$ cat src/rtl/sky130_fd_io__pwrseq_pkg.sv
// Shared types for the HVC power-ring sequencer: FSM state encoding and fault counter width.
package sky130_fd_io__pwrseq_pkg;

  localparam int FAULT_CNT_W = 8;

  typedef enum logic [2:0] {
    OFF      = 3'd0,
    EN_IO    = 3'd1,
    REL_HOLD = 3'd2,
    EN_ANA   = 3'd3,
    ON       = 3'd4,
    PD_ANA   = 3'd5,
    PD_HOLD  = 3'd6,
    PD_IO    = 3'd7
  } pwrseq_state_t;

  // States from which an orderly shutdown request is honoured.
  function automatic logic is_up(input pwrseq_state_t s);
    return (s == EN_IO) || (s == REL_HOLD) || (s == EN_ANA) || (s == ON);
  endfunction

endpackage

$ cat src/rtl/sky130_fd_io__pwrseq_debounce.sv
// Two-flop synchronisers for VDDIO/VCCD presence plus a saturating stable-high counter.
module sky130_fd_io__pwrseq_debounce
  import sky130_fd_io__pwrseq_pkg::*;
#(
  parameter int DEB_CYCLES = 16,
  parameter int CNT_W      = 8
) (
  input  logic i_clk,
  input  logic i_rst,
  input  logic i_vddio,
  input  logic i_vccd,
  output logic o_io_s,
  output logic o_cd_s,
  output logic o_deb_ok
);

  localparam logic [CNT_W-1:0] DEB_MAX = CNT_W'(DEB_CYCLES);

  logic [1:0]       r_io_sync;
  logic [1:0]       r_cd_sync;
  logic [CNT_W-1:0] r_cnt;
  logic             w_both;

  assign w_both = r_io_sync[1] & r_cd_sync[1];

  always_ff @(posedge i_clk) begin
    if (i_rst) begin
      r_io_sync <= '0;
      r_cd_sync <= '0;
      r_cnt     <= '0;
    end else begin
      r_io_sync <= {r_io_sync[0], i_vddio};
      r_cd_sync <= {r_cd_sync[0], i_vccd};
      if (!w_both)
        r_cnt <= '0;
      else if (r_cnt != DEB_MAX)
        r_cnt <= r_cnt + CNT_W'(1);
    end
  end

  assign o_io_s   = r_io_sync[1];
  assign o_cd_s   = r_cd_sync[1];
  // Qualified by the live level so a rail drop never starts a sequence.
  assign o_deb_ok = w_both & (r_cnt == DEB_MAX);

endmodule

$ cat src/rtl/sky130_fd_io__hvc_pwrseq_ctrl.sv
// HVC power-ring sequencer: timed IO enable -> hold release -> analog enable -> power-good.
// Optional fault counter port/logic enabled by SKY130_FD_IO_PWRSEQ_FAULT_CNT_EN.
module sky130_fd_io__hvc_pwrseq_ctrl
  import sky130_fd_io__pwrseq_pkg::*;
#(
  parameter int DEB_CYCLES  = 16,
  parameter int STEP_CYCLES = 8,
  parameter int CNT_W       = 8
) (
  input  logic       CLK,
  input  logic       RESET,
  input  logic       VDDIO_PRESENT,
  input  logic       VCCD_PRESENT,
  input  logic       VDDA_PRESENT,
  input  logic       SHUTDOWN_REQ,
  output logic       ENABLE_H,
  output logic       HLD_H_N,
  output logic       ENABLE_VDDA_H,
  output logic       ENABLE_VSWITCH_H,
  output logic       PWR_GOOD,
`ifdef SKY130_FD_IO_PWRSEQ_FAULT_CNT_EN
  output logic [FAULT_CNT_W-1:0] FAULT_CNT,
`endif
  output logic [2:0] STATE
);

  localparam logic [CNT_W-1:0] STEP_LAST = CNT_W'(STEP_CYCLES - 1);

  logic          w_io_s;
  logic          w_cd_s;
  logic          w_deb_ok;
  logic          w_va_s;
  logic [1:0]    r_va_sync;

  pwrseq_state_t r_state;
  pwrseq_state_t w_state_nxt;
  logic [CNT_W-1:0] r_step_cnt;
  logic          w_step_done;
  logic          w_dwell;
  logic          w_emerg;

  logic          r_en;
  logic          r_hld;
  logic          r_ana;
  logic          r_pg;
  logic          w_en_nxt;
  logic          w_hld_nxt;
  logic          w_ana_nxt;
  logic          w_pg_nxt;

  sky130_fd_io__pwrseq_debounce #(
    .DEB_CYCLES (DEB_CYCLES),
    .CNT_W      (CNT_W)
  ) u_debounce (
    .i_clk    (CLK),
    .i_rst    (RESET),
    .i_vddio  (VDDIO_PRESENT),
    .i_vccd   (VCCD_PRESENT),
    .o_io_s   (w_io_s),
    .o_cd_s   (w_cd_s),
    .o_deb_ok (w_deb_ok)
  );

  assign w_va_s      = r_va_sync[1];
  assign w_step_done = (r_step_cnt == STEP_LAST);
  assign w_dwell     = (r_state == EN_IO) || (r_state == REL_HOLD) || (r_state == EN_ANA) ||
                       (r_state == PD_ANA) || (r_state == PD_HOLD);

  always_comb begin
    w_state_nxt = r_state;
    w_en_nxt    = r_en;
    w_hld_nxt   = r_hld;
    w_ana_nxt   = r_ana;
    w_pg_nxt    = r_pg;
    w_emerg     = 1'b0;
    // Rail loss beats shutdown, which beats any timed step.
    if ((r_state != OFF) && !(w_io_s && w_cd_s)) begin
      w_emerg     = 1'b1;
      w_state_nxt = OFF;
      w_en_nxt    = 1'b0;
      w_hld_nxt   = 1'b0;
      w_ana_nxt   = 1'b0;
      w_pg_nxt    = 1'b0;
    end else if (is_up(r_state) && SHUTDOWN_REQ) begin
      w_state_nxt = PD_ANA;
      w_ana_nxt   = 1'b0;
      w_pg_nxt    = 1'b0;
    end else begin
      case (r_state)
        OFF: if (w_deb_ok && !SHUTDOWN_REQ) begin
          w_state_nxt = EN_IO;
          w_en_nxt    = 1'b1;
        end
        EN_IO: if (w_step_done) begin
          w_state_nxt = REL_HOLD;
          w_hld_nxt   = 1'b1;
        end
        REL_HOLD: if (w_step_done) begin
          if (w_va_s) begin
            w_state_nxt = EN_ANA;
            w_ana_nxt   = 1'b1;
          end else begin
            w_state_nxt = ON;
            w_pg_nxt    = 1'b1;
          end
        end
        EN_ANA: if (w_step_done) begin
          w_state_nxt = ON;
          w_pg_nxt    = 1'b1;
        end
        ON: begin
          if (r_ana && !w_va_s) begin
            w_ana_nxt = 1'b0;
          end else if (!r_ana && w_va_s) begin
            w_state_nxt = EN_ANA;
            w_ana_nxt   = 1'b1;
          end
        end
        PD_ANA: if (w_step_done) begin
          w_state_nxt = PD_HOLD;
          w_hld_nxt   = 1'b0;
        end
        PD_HOLD: if (w_step_done) begin
          w_state_nxt = PD_IO;
          w_en_nxt    = 1'b0;
        end
        PD_IO:   w_state_nxt = OFF;
        default: w_state_nxt = OFF;
      endcase
    end
  end

  always_ff @(posedge CLK) begin
    if (RESET) begin
      r_va_sync  <= '0;
      r_state    <= OFF;
      r_step_cnt <= '0;
      r_en       <= 1'b0;
      r_hld      <= 1'b0;
      r_ana      <= 1'b0;
      r_pg       <= 1'b0;
    end else begin
      r_va_sync  <= {r_va_sync[0], VDDA_PRESENT};
      r_state    <= w_state_nxt;
      r_step_cnt <= ((w_state_nxt != r_state) || !w_dwell) ? '0 : r_step_cnt + CNT_W'(1);
      r_en       <= w_en_nxt;
      r_hld      <= w_hld_nxt;
      r_ana      <= w_ana_nxt;
      r_pg       <= w_pg_nxt;
    end
  end

`ifdef SKY130_FD_IO_PWRSEQ_FAULT_CNT_EN
  logic [FAULT_CNT_W-1:0] r_fault_cnt;

  always_ff @(posedge CLK) begin
    if (RESET)
      r_fault_cnt <= '0;
    else if (w_emerg && (r_fault_cnt != {FAULT_CNT_W{1'b1}}))
      r_fault_cnt <= r_fault_cnt + FAULT_CNT_W'(1);
  end

  assign FAULT_CNT = r_fault_cnt;
`endif

  assign ENABLE_H         = r_en;
  assign HLD_H_N          = r_hld;
  assign ENABLE_VDDA_H    = r_ana;
  assign ENABLE_VSWITCH_H = r_ana;
  assign PWR_GOOD         = r_pg;
  assign STATE            = r_state;

endmodule

$ cat config.mk
export PLATFORM = sky130hd
export DESIGN_NAME = sky130_fd_io__hvc_pwrseq_ctrl
export DESIGN_NICKNAME = d
export VERILOG_FILES = /design/src/rtl/sky130_fd_io__pwrseq_pkg.sv /design/src/rtl/sky130_fd_io__pwrseq_debounce.sv /design/src/rtl/sky130_fd_io__hvc_pwrseq_ctrl.sv
export SDC_FILE = /design/constraint.sdc
export NUM_CORES = 1
export LEC_CHECK = 0
export ABC_AREA = 1
export CELL_PAD_IN_SITES_DETAIL_PLACEMENT = 0
export CELL_PAD_IN_SITES_GLOBAL_PLACEMENT = 1
export CORE_ASPECT_RATIO = 1.75
export CORE_MARGIN = 2
export CORE_UTILIZATION = 41
export DETAILED_ROUTE_END_ITERATION = 6
export DONT_BUFFER_PORTS = 1
export PLACE_DENSITY = 0.75
export SYNTH_ARGS = -nofsm -noshare
export SYNTH_HDL_FRONTEND = slang
export SYNTH_SLANG_ARGS = --single-unit
$ cat constraint.sdc
create_clock -name CLK -period 1.6 [get_ports CLK]
set_clock_uncertainty 0.1 [all_clocks]
set_input_delay 0.24 -clock CLK [delete_from_list [all_inputs] [get_ports CLK]]
set_output_delay 0.24 -clock CLK [all_outputs]
set_load 0.1 [all_outputs]
==> flow_summary_export.csv <==
group,metric,value,unit
worst_setup_path,critPathKind,"reg -> reg",
worst_setup_path,reg2reg_depth,13,
place,pre_cts_slack,-0.340,ns
global_routing,antenna_found_initial,0,
worst_setup_path,path_max_fanout,8,
timing,finalCritPeriodShare,111,%
finish,fin_area,2180,um2
clock_tree,cts_max_path_buffers,2,
yosys,ys_warn_count,0,
timing,setup_violations,9,
yosys,synthFlopType,"dfxtp_1",
pwr,cellPowerDensity,637,nW/um2
timing,finalWorstSetupSlack,-0.181,ns
global_routing,grt_start_max_net_pins,10,
finish,final_core_util,60.0,%
worst_setup_path,crit_start,"r_step_cnt[1]",
outcome,violations,"setup timing",
place,gp_congestion,0.904,
yosys,syn_inst,215,
timing,fmax,562,MHz
worst_setup_path,regToRegEndpoint,"r_step_cnt[3]",
yosys,synthTopCellsByArea,"dfxtp_1 37%, nand2_1 8.9%, nor2_1 7.0%",
route,drc,0,
yosys,synth_common_cells,"37 x nand2_1, 29 x dfxtp_1, 29 x nor2_1",
clock_tree,cts_sinks,29,
min_path,hold_depth,3,
die,die_h,85.6,um
die,rows,29,
clock_tree,clkTransAtPathRegs,0.06,ns
route,num_vias,1524,
yosys,synth_top_area_cell,"dfxtp_1",
finish,drive_above_1_share,40.8,%
yosys,synthDistinctLibCells,30,
yosys,synth_edf_count,0,
place,dp_hpwl,2810,um
route,drt-initial-drc-count,30,
timing,hold_viol,0,
yosys,synthArstFlopShare,0,%
yosys,synth_top_area_share,37.2,%
run,max-cap-violations,0,
worst_setup_path,cpMostUsedCell,"nand2_4",
route,vias_per_cell,4.87,
yosys,syn_area,1560,um2
yosys,synth.most_common_cell,"nand2_1",
die,ioPinCount,14,
die,core_area,3630,um2
route,drtPass1Iterations,4,
finish,nNetsFinal,275,
worst_setup_path,start_kind,"flop",
yosys,synth.avg_cell_area,7.26,um2
clock_tree,cts_inserted_buffers,5,
clock_tree,htreeDepth,2,
pwr,p_total,0.00139,W
worst_setup_path,worstPathCellList,"ha_4, nand2_4, nor2_4, nand2_4, nand2_2, nand3_2, nor2_1, nand2_1, nand3_1, nand2_2, nor2_4, nand2_4, nor2_2",
place,placed_area,1920,um2
finish,diodes,0,
clock_tree,cts_root_buffer,"clkbuf_8",
timing,rsz0062_at_grt,"true",
worst_setup_path,timing.reg2reg.setup_slack,-0.18,ns
worst_setup_path,cpMaxStageDelayCell,"dfxtp_2",
route,antenna_left,0,
route,drt_wl_total,3760,um
yosys,ys_seq_elements,29,
global_routing,grt_pass1_wl,6630,um
worst_setup_path,worst_ep_required_time,1.72,ns
global_routing,track_usage,20.0,%
timing,final_max_slew_viol_count,0,
worst_setup_path,endpoint,"r_step_cnt[3]",
timing,finalCriticalPeriod,1.78,ns
die,start_util,43.0,%
finish,syn2layout_area_growth,39.5,%
worst_setup_path,timing.rr.start,"r_step_cnt[1]",
clock_tree,clk_latency,0.29,ns
min_path,holdCritPathClass,"in -> reg",
worst_setup_path,end_kind,"flop",
global_routing,grt_pass1_vias,1598,
die,die_w,50.6,um
place,port_buffers,0,
yosys,syn_nets,224,
yosys,yosysSeqAreaShare,37.2,%
route,wl_per_cell,12.0,um
timing,worstMarginPinSlew,0.544,ns
min_path,worstHoldStart,"RESET",
worst_setup_path,slowest_delay,0.35,ns
outcome,status,"finished, violations left",
timing,max-slew-margin-rel,64.0,%
pwr,ir_worst_vdd,0.000568,V
worst_setup_path,arrival,1.90,ns
global_routing,grt_overflow,0,
die,die_area,4330,um2
clock_tree,cts_tree,"done",
pwr,leakage,0.944,nW
==> worst max-delay path: cells and delay by family (launching register included) <==
kind	cells	cell delay [ns]
DFF	1	0.35
and+or+nand+nor	12	1.12
adders and majority gates	1	0.15
==> stage by stage <==
stage          hold WS, ns  instances  setup TNS [ns]
2_1_floorplan        0.247        215           -1.42
3_5_place_dp         0.205        297           -2.93
6_report            0.0521        313           -1.36
5_1_grt             0.0615        313           -2.63
4_1_cts             0.0482        312           -1.16
3_3_place_gp         0.203        297           -2.65
==> state kept, by name, indices dropped and copies added, names as in the netlist <==
name / flops
ENABLE_H: 1
ENABLE_VDDA_H: 1
HLD_H_N: 1
PWR_GOOD: 1
STATE: 3
r_step_cnt: 8
r_va_sync: 2
u_debounce.r_cd_sync: 2
u_debounce.r_cnt: 8
u_debounce.r_io_sync: 2
==> worst min-delay path by stage <==
stage,slack (ns),end
after floorplan,0.25,r_va_sync[0]
after global placement,0.20,STATE[0]
after detailed placement,0.20,STATE[0]
after CTS,0.05,u_debounce.r_cnt[1]
after global routing,0.06,u_debounce.r_cnt[1]
final,0.05,u_debounce.r_cnt[1]
==> repair_timing <==
item                                    in CTS  in global routing
buffers inserted                             4                  1
hold buffers                                 4                  0
endpoints found under the setup margin      12                 15
pin swaps                                   10                  4
gates resized for setup                     17                  9
endpoints found under the hold margin        9                  0
==> cell families (layout without fill, tap and decap cells) <==
logic type	Yosys count	after routing	synth area share [%]
simple gates	118	118	38.4
flops	29	29	37.2
buf+inv	35	87	9.22
xor+xnor	9	9	5.05
compound gates	21	21	7.70
fa+ha+maj	3	3	2.41
==> routing by layer <==
metal  global-route usage (%)  vias up  share of wire, %
li1                         -      772                 -
met1                     19.1      725                37
met2                     39.1       19                58
met3                     4.88        8               3.0
met4                     7.62        0               1.8
met5                        0        -                 0
==> cells in the final DEF, fill, tap and decap left out, drive strengths merged <==
cell type	count
a211o	1
o21ai	6
dfxtp	29
nor2	43
nand3	18
a21oi	9
clkbuf	8
o22ai	1
ha	3
or2	3
nor3b	2
nand2	46
buf	43
o21bai	2
xor2	6
clkinv	1
dlygate4sd3	4
inv	31
nand3b	1
nor3	5
a211oi	2
xnor2	3
==> power breakdown <==
group / internal, W / switching, W
combinational: 0.0000132 / 0.0000153
sequential: 0.000724 / 0.00000235
clock: 0.000350 / 0.000281
==> layout make-up <==
| type | count | area (um2) |
|---|---|---|
| multi-input combinational | 151 | 936 |
| fill | 340 | 1450 |
| clock buffer | 8 | 90.1 |
| inverter | 32 | 130 |
| timing repair buffer | 47 | 367 |
| tap | 46 | 57.6 |
| sequential | 29 | 596 |
Note: power is estimated with default switching activity, not from simulation.
